<file path="config.mk">
export PLATFORM = sky130hd
export DESIGN_NAME = fetch_pc
export DESIGN_NICKNAME = d
export VERILOG_FILES = /design/src/rtl/fetch_pc.sv
export SDC_FILE = /design/constraint.sdc
export NUM_CORES = 1
export LEC_CHECK = 0
export ABC_AREA = 0
export CORE_MARGIN = 2
export CORE_UTILIZATION = 46
export CTS_BUF_LIST = sky130_fd_sc_hd__clkbuf_16
export CTS_CLUSTER_SIZE = 40
export DETAILED_ROUTE_END_ITERATION = 12
export GPL_TIMING_DRIVEN = 0
export PLACE_DENSITY_LB_ADDON = 0.3
export REMOVE_ABC_BUFFERS = 1
export SLEW_MARGIN = 15
export SYNTH_ARGS = -nofsm -noshare
export SYNTH_HDL_FRONTEND = slang
export SYNTH_SLANG_ARGS = --single-unit
</file>
<file path="constraint.sdc">
create_clock -name clk -period 2.5 [get_ports clk]
set_input_delay 0.25 -clock clk [delete_from_list [all_inputs] [get_ports clk]]
set_output_delay 0.25 -clock clk [all_outputs]
set_load 0.05 [all_outputs]
</file>
<file path="src/rtl/fetch_pc.sv">
// -----------------------------------------------------------------------------
// fetch_pc -- instruction fetch program counter and fetch sequencer.
//
// Issues one instruction-memory read at a time from the address held in pc,
// captures the returned word into a registered instr/instr_valid pair, and
// advances pc when the downstream stage takes the instruction. The next pc is
// either pc + PC_INC (wrapping modulo 2^16) or the branch target presented
// with the handshake. A branch that arrives while a read is outstanding is
// remembered and applied when that read returns; the returned word is then
// discarded and the fetch is reissued at the target.
//
// Parameters:
//   RESET_VECTOR  pc value loaded on reset
//   PC_INC        sequential pc increment in bytes
//
// Ports:
//   clk            in   sole clock, rising edge
//   reset          in   asynchronous reset, active low
//   stall          in   downstream stall, blocks the instr handshake
//   branch_taken   in   redirect request (next-pc mux select)
//   branch_target  in   redirect address, valid with branch_taken
//   imem_req       out  instruction-memory read request
//   imem_addr      out  read address (equals pc)
//   imem_ack       in   read complete, imem_data valid this cycle
//   imem_data      in   instruction word from memory
//   instr          out  fetched instruction (registered)
//   instr_valid    out  instr holds a valid instruction
//   instr_ready    in   downstream accepts instr this cycle
//   pc             out  address of the current fetch
//   align_err      out  sticky odd-redirect flag (FETCH_ALIGN_CHECK_EN only)
//
// Build option:
//   FETCH_ALIGN_CHECK_EN  when defined, adds align_err; odd redirect targets
//                         set align_err and are used with bit 0 cleared.
// -----------------------------------------------------------------------------
module fetch_pc #(
  parameter logic [15:0] RESET_VECTOR = 16'h0000,
  parameter int          PC_INC       = 2
) (
  input  logic        clk,
  input  logic        reset,
  input  logic        stall,
  input  logic        branch_taken,
  input  logic [15:0] branch_target,
  output logic        imem_req,
  output logic [15:0] imem_addr,
  input  logic        imem_ack,
  input  logic [15:0] imem_data,
  output logic [15:0] instr,
  output logic        instr_valid,
  input  logic        instr_ready,
  output logic [15:0] pc
`ifdef FETCH_ALIGN_CHECK_EN
  ,
  output logic        align_err
`endif
);

  typedef enum logic [1:0] {
    S_IDLE = 2'd0,
    S_REQ  = 2'd1,
    S_HOLD = 2'd2
  } state_t;

  state_t      state_reg;
  logic        redirect_pending_reg;
  logic [15:0] redirect_target_reg;

  logic [15:0] target_fixed;
  logic [15:0] pc_seq;
  logic        handshake;
  logic        redirect_accept;

  // Effective redirect address. With the alignment check enabled bit 0 is
  // dropped so the fetch stays halfword aligned.
`ifdef FETCH_ALIGN_CHECK_EN
  assign target_fixed = {branch_target[15:1], 1'b0};
`else
  assign target_fixed = branch_target;
`endif

  // 16-bit addition wraps naturally at the top of the address space.
  assign pc_seq = pc + 16'(PC_INC);

  // Only S_HOLD can complete a handshake; instr_valid is always set there.
  assign handshake = (state_reg == S_HOLD) && instr_valid && instr_ready && !stall;

  // A live branch_taken is consumed either by a handshake in S_HOLD or by any
  // cycle in S_REQ (latched, or applied together with an ack). In S_HOLD
  // without a handshake it is ignored.
  assign redirect_accept = branch_taken &&
                           ((state_reg == S_REQ) || handshake);

  // State-decoded outputs: state is reset asynchronously, so these drop to
  // their idle values as soon as reset is asserted.
  assign imem_req  = (state_reg == S_REQ);
  assign imem_addr = pc;

  always_ff @(posedge clk or negedge reset) begin
    if (!reset) begin
      state_reg            <= S_IDLE;
      pc                   <= RESET_VECTOR;
      instr                <= 16'h0000;
      instr_valid          <= 1'b0;
      redirect_pending_reg <= 1'b0;
      redirect_target_reg  <= 16'h0000;
    end else begin
      case (state_reg)
        // One settling cycle after reset release; a stray ack here is
        // left over from a request abandoned by reset and is ignored.
        S_IDLE: begin
          state_reg <= S_REQ;
        end

        S_REQ: begin
          if (imem_ack) begin
            if (branch_taken) begin
              // Live target wins over any previously latched one.
              pc                   <= target_fixed;
              redirect_pending_reg <= 1'b0;
            end else if (redirect_pending_reg) begin
              pc                   <= redirect_target_reg;
              redirect_pending_reg <= 1'b0;
            end else begin
              instr       <= imem_data;
              instr_valid <= 1'b1;
              state_reg   <= S_HOLD;
            end
          end else if (branch_taken) begin
            // Read still outstanding: remember the target, apply on ack.
            redirect_target_reg  <= target_fixed;
            redirect_pending_reg <= 1'b1;
          end
        end

        S_HOLD: begin
          if (handshake) begin
            pc          <= branch_taken ? target_fixed : pc_seq;
            instr_valid <= 1'b0;
            state_reg   <= S_REQ;
          end
        end

        default: begin
          state_reg <= S_IDLE;
        end
      endcase
    end
  end

`ifdef FETCH_ALIGN_CHECK_EN
  // Sticky until reset; flagged when an odd target is actually accepted.
  always_ff @(posedge clk or negedge reset) begin
    if (!reset) begin
      align_err <= 1'b0;
    end else if (redirect_accept && branch_target[0]) begin
      align_err <= 1'b1;
    end
  end
`else
  logic unused_accept;
  assign unused_accept = redirect_accept;
`endif

endmodule
</file>
======== After elaboration in Yosys (flattened, before gate mapping) ========
Cells that the tools add are included.
storage, ports and cells
  bits in registers ....................... 52
  bits of input ports ..................... 38
  output and inout port bits .............. 50
  word-level logic and storage cells ...... 48
operators by class
  $add $sub $neg .......................... 1
  eq/ne operators ......................... 7
  multiplexer cells ....................... 18
  bitwise gates (word level) .............. 3
  reduce and logical (&&, ||, !) cells .... 13
operators by type and width
  kind                                                    count
  two-way mux 16 bit                                      5
  case mux 16 bit (2 select lines)                        1
  adder 16 x 2 -> 16 bit (second input constant)          1
  AND reduction 4 bit                                     3
  two-way mux 2 bit                                       4
  two-way mux 1 bit                                       6
  inequality test 2 bit (second input constant)           3
  case mux 2 bit (3 select lines)                         1
  AND reduction 5 bit                                     1
  nonzero test 2 bit                                      2
  logical AND 1 bit                                       3
  inequality test 3 x 2 -> 1 bit (second input constant)  1
  inverter 1 bit                                          3
  AND reduction 3 bit                                     1
  equality test 2 x 1 -> 1 bit (second input constant)    1
  equality test 2 bit (second input constant)             1
  logical NOT 2 bit                                       1
  inequality test 2 x 1 -> 1 bit (second input constant)  1
  case mux 1 bit (2 select lines)                         1
  AND reduction 2 bit                                     1
  logical NOT 1 bit                                       1

======== Logic depth before layout (Yosys ltp) ========
  depth after elaboration ................. 6
  mapped depth ............................ 8
  depth with buffers taken out ............ 6

======== Least setup slack after synthesis ========
No wires, ideal clock.
  path kind ............................... reg-to-reg
  start ................................... register state_reg[1]
  end ..................................... register instr[10]
  library setup time ...................... 0.128 ns
  arrival ................................. 2.101 ns
  required time ........................... 2.372 ns
  slack ................................... 0.272 ns
  cell stages (with the launch flop) ...... 8
  buffers on the path ..................... 3
  period minus slack after synthesis ...... 2.228 ns
  path through ............................ dfrtp_1 > inv_1 > ha_1 > clkbuf_1 > and3_1 > buf_2 > buf_2 > mux2_1
on the way
  cells in the longest elaborated chain, start to end .. 2
ends and longest elaborated chain
  element                        RTL line  RTL
  start, declared                65        state_t state_reg;
  start signal, assigned         101       state_reg <= S_IDLE;
  start signal, assigned         112       state_reg <= S_REQ;
  start signal, assigned         127       state_reg <= S_HOLD;
  equality test 2 x 1 -> 1 bit   --
  named net imem_req             45        output logic imem_req,
  AND reduction 4 bit (no line)  --
  end signal, assigned           125       instr <= imem_data;
  end, declared                  49        output logic [15:0] instr,
The timed path passes the listed nets, and every way through them passes these cells.
A chain may end at the register's enable or synchronous reset.

======== Worst setup path after layout ========
  start ................................... register state_reg[0]
  end ..................................... register pc[12] (netlist: imem_addr[12])
on the way
  cells in the longest elaborated chain, start to end .. 6
  elaborated cells on any way between the ends .. 11
  those cells by class .................... eq/ne (5); mux (1); reduce/logical (5)
ends and longest elaborated chain
  element                          RTL line  RTL
  equality test 2 bit              86, 108
  logical AND 1 bit (3 in a row)   86        assign handshake = (state_reg == S_HOLD) && instr_valid && instr_ready && !stall;
  inequality test 2 bit (no line)  --
  AND reduction 4 bit (no line)    --
  end signal, assigned             119       pc <= target_fixed;
  end signal, assigned             122       pc <= redirect_target_reg;
  end signal, assigned             138       pc <= branch_taken ? target_fixed : pc_seq;
  end, declared                    52        output logic [15:0] pc
Several ways; a longest one is shown, not always the timed one.

==> impl.org <==
** Outcome
- The flow ran to the end, but the final reports show violations.
- Violations in the final reports :: negative hold slack

** Yosys
- Number of enable-type register cells in the synthesized netlist :: 0
- The Yosys step of the flow raised 0 warnings.
- Dividing the synthesized area by the synthesized cell count gives around 11 um2.
- Combined area of all synthesized cells :: around 2700 um2
- Of the synthesized area, sequential elements account for 0.483.
- The synthesized design contains 52 register bits.
- Area leader, netlist :: sky130_fd_sc_hd__dfrtp_1
- By area the synthesized netlist is led by sky130_fd_sc_hd__dfrtp_1 (48%), sky130_fd_sc_hd__mux2_1 (7.1%), sky130_fd_sc_hd__mux2_2 (7.1%).
- In the synthesized netlist the async set-or-reset flop fraction comes to 1.00.
- Most used flip-flop cell after synthesis :: sky130_fd_sc_hd__dfrtp_1
- Ranking of synthesized cells by instance count :: sky130_fd_sc_hd__dfrtp_1 (52), sky130_fd_sc_hd__buf_4 (17), sky130_fd_sc_hd__mux2_1 (17), sky130_fd_sc_hd__mux2_2 (17), sky130_fd_sc_hd__a21oi_1 (13)
- Synth top area share :: 0.483
- Counting distinct cell types in the post-synthesis netlist gives between 40 and 50.
- Cells after Synth :: roughly 250
- Most repeated cell in the gate-level netlist after synthesis :: sky130_fd_sc_hd__dfrtp_1

** Setup path
- The number of cells on the worst reg-to-reg path is 6.
- Worst setup EP type :: flip-flop
- Critical path required time :: ~2.7 ns
- Along the worst path, the maximum fanout reaches 16.
- Data on the critical path arrives at its endpoint at 2.44 ns.
- The critical path is of the reg -> reg type.
- Startpoint kind of the worst setup timing path :: flip-flop

** GRT
- Wire length of the first global-routing pass :: between 10000 and 15000 um
- The initial antenna violation count was 0.
- For this run, the total global-route usage over all layers was measured as 0.213.
- Entering global routing, the biggest net connects 53 pins.
- The total overflow left after global routing is 0.
- The via count of the first global-routing pass came to between 2000 and 2500.

** Timing
- Across all setup checks in the final design, the least slack found is between 0.2 and 0.3 ns.
- Final setup violating endpoints :: 0
- Worst Hold Slack :: -0.0162 ns
- The final hold violation count came to 9.
- Slew Viols, Final :: 0
- Setup repair after global routing left no endpoint under its margin.
- Final Cycle Share :: 0.895
- Highest Clock Rate :: 0.447 GHz
- In the final timing run, aggregate negative setup slack is 0 ns.
- Final critical delay including setup and external delays :: 2.24 ns
- Headroom to the max-slew limit :: 0.345
- Final setup skew :: between 0.004 and 0.005 ns
- For the pin with the worst max-slew slack, the measured transition is a little under 1 ns.

** Pwr
- IR analysis of the VDD net gives a maximum drop of between 0.7 and 0.8 mV.
- For this design the static power due to leakage is between 1 and 1.5 nW.
- Power density over the cells :: ~1500 nW/um2
- Power consumption :: around 5.6 mW

** Routing
- Dividing the detail-routed via count by the number of cells gives approximately 5.6.
- In the routed design, unresolved DRC markers number 0.
- Detailed-route via count :: between 2000 and 2500
- After the first detailed-routing iteration, the DRC count stood at around 160.
- Count of antenna-violating nets left after detailed routing :: 0
- Dividing the detail-routed wire length by the instance count gives around 17 um.
- Router iterations before antenna repair :: 4
- WL final :: 6370 um

** Place
- At the placement stage, the worst setup path has a slack of -0.421 ns.
- The placed instances occupy a cell area of about 3500 um2.
- Final Wtd Congestion :: approximately 0.81
- During placement, the flow inserted port buffers numbering 87.
- Detailed placement finished with a half-perimeter wire length of between 4000 and 5000 um.
- Counting tap cells, the placed design contains a total of between 300 and 400 instances.

** Finish
- Number of diodes added for antenna fixing :: 0
- In the final design database the tool counted roughly 350 nets.
- Compared with the post-synthesis result, the final layout area differs by 35.7%.
- Finished Core Util :: 0.656
- For this run, the number of standard cells in the final layout without fillers is slightly below 400.
- Fin area :: roughly 3700 um2
- Of the cells placed in the final design, the portion with a size suffix greater than 1 is 0.102.

** Floorplanning
- The floorplan step set the die width to slightly above 80 um.
- Row Count :: 27
- Height of the chip :: between 80 and 90 um
- Number of I/O pins :: a little under 90
- In this run the standard cell core region covers ~5600 um2.
- Floorplan die area :: roughly 6500 um2
- Initial core utilization :: 0.484

** Clocking
- The clock passes through at most 2 buffers.
- The H-tree was split into 2 levels.
- Clock tree synthesis found a total of 52 sinks.
- After clock tree synthesis, the clock-pin slew on the worst setup and hold paths is around 0.070 ns.
- Clock tree from TritonCTS :: yes
- Buffers inserted during clock tree synthesis total 5.
- Clock tree synthesis selected as its root buffer the cell sky130_fd_sc_hd__clkbuf_16.
- Clock latency on the worst-skew pair, taken at its later pin, is 0.29 ns.
- Hold Buf Count CTS :: 0

** Hold path
- Path type of the worst min-delay path :: in -> async

** Run
- The tool flagged a number of max-cap violations equal to 0.
power by group:
group,internal [mW],switching [mW]
clock network,0.467,0.299
registers,1.25,0.360
logic,1.16,2.04
layout by cell type, fill, tap and decap left out, drive strengths merged, types with 5 or more instances in the layout:
cell type / instances
nand2: 12
nor4: 7
dfrtp: 52
a21oi: 13
nor2: 8
nand2b: 5
o21ai: 13
mux2: 34
a221oi: 5
nand4: 6
a22o: 6
inv: 8
a22oi: 6
clkdlybuf4s50: 85
clkbuf: 5
critical path: stages, from the launching register on:
cell	delay (ns)
sky130_fd_sc_hd__dfrtp_1	0.40
sky130_fd_sc_hd__inv_1	0.08
sky130_fd_sc_hd__ha_1	0.50
sky130_fd_sc_hd__nand2b_1	0.49
sky130_fd_sc_hd__nor4_1	0.39
sky130_fd_sc_hd__a21oi_1	0.11
sky130_fd_sc_hd__o221ai_1	0.18
logic make-up after synthesis:
group / count (synthesis) / share of synthesized area
and+or+nand+nor: 53 / 0.106
adders and majority gates: 4 / 0.0186
buffers and inverters: 37 / 0.0771
AOI/OAI and AO/OA: 64 / 0.166
xor gates and xnor gates: 1 / 0.00325
DFF: 52 / 0.483
muxes: 35 / 0.146
per-layer routing:
layer / vias up / GRT usage / routed length, um
met5: - / 0 / 0
met4: 0 / 0.0847 / 116
li1: 1029 / - / -
met1: 1057 / 0.272 / 2650
met2: 74 / 0.354 / 3230
met3: 8 / 0.0427 / 364
repair_timing:
| item | 4_1_cts | 5_1_grt |
|---|---|---|
| endpoints found under the hold margin | 0 | 0 |
| setup endpoints to repair | 16 | 32 |
| resized for setup | 0 | 3 |
| pin swaps | 1 | 0 |
| gates cloned | 0 | 0 |
| buffers inserted | 2 | 0 |
layout make-up:
class / instances / area [um2]
multi-input combinational: 157 / 1190
sequential: 52 / 1300
clock buffer: 5 / 125
fill: 465 / 1920
tap: 72 / 90.1
timing repair buffer: 89 / 886
clock inverter: 3 / 38.8
inverter: 7 / 26.3
final timing paths:
check                                                     end                      from  slack (ns)
setup reg to reg                    imem_addr[12]$_DFFE_PN0P_  state_reg[0]$_DFFE_PN0P_        0.26
hold reg to reg                          instr[9]$_DFFE_PN0P_      instr[9]$_DFFE_PN0P_        0.49
min in group clk                         instr[9]$_DFFE_PN0P_      instr[9]$_DFFE_PN0P_        0.49
setup / recovery                    imem_addr[12]$_DFFE_PN0P_  state_reg[0]$_DFFE_PN0P_        0.26
max in group asynchronous  redirect_target_reg[5]$_DFFE_PN0P_                     reset        2.07
hold / removal                          instr[14]$_DFFE_PN0P_                     reset       -0.02
Power figures use the tool's default switching activity.
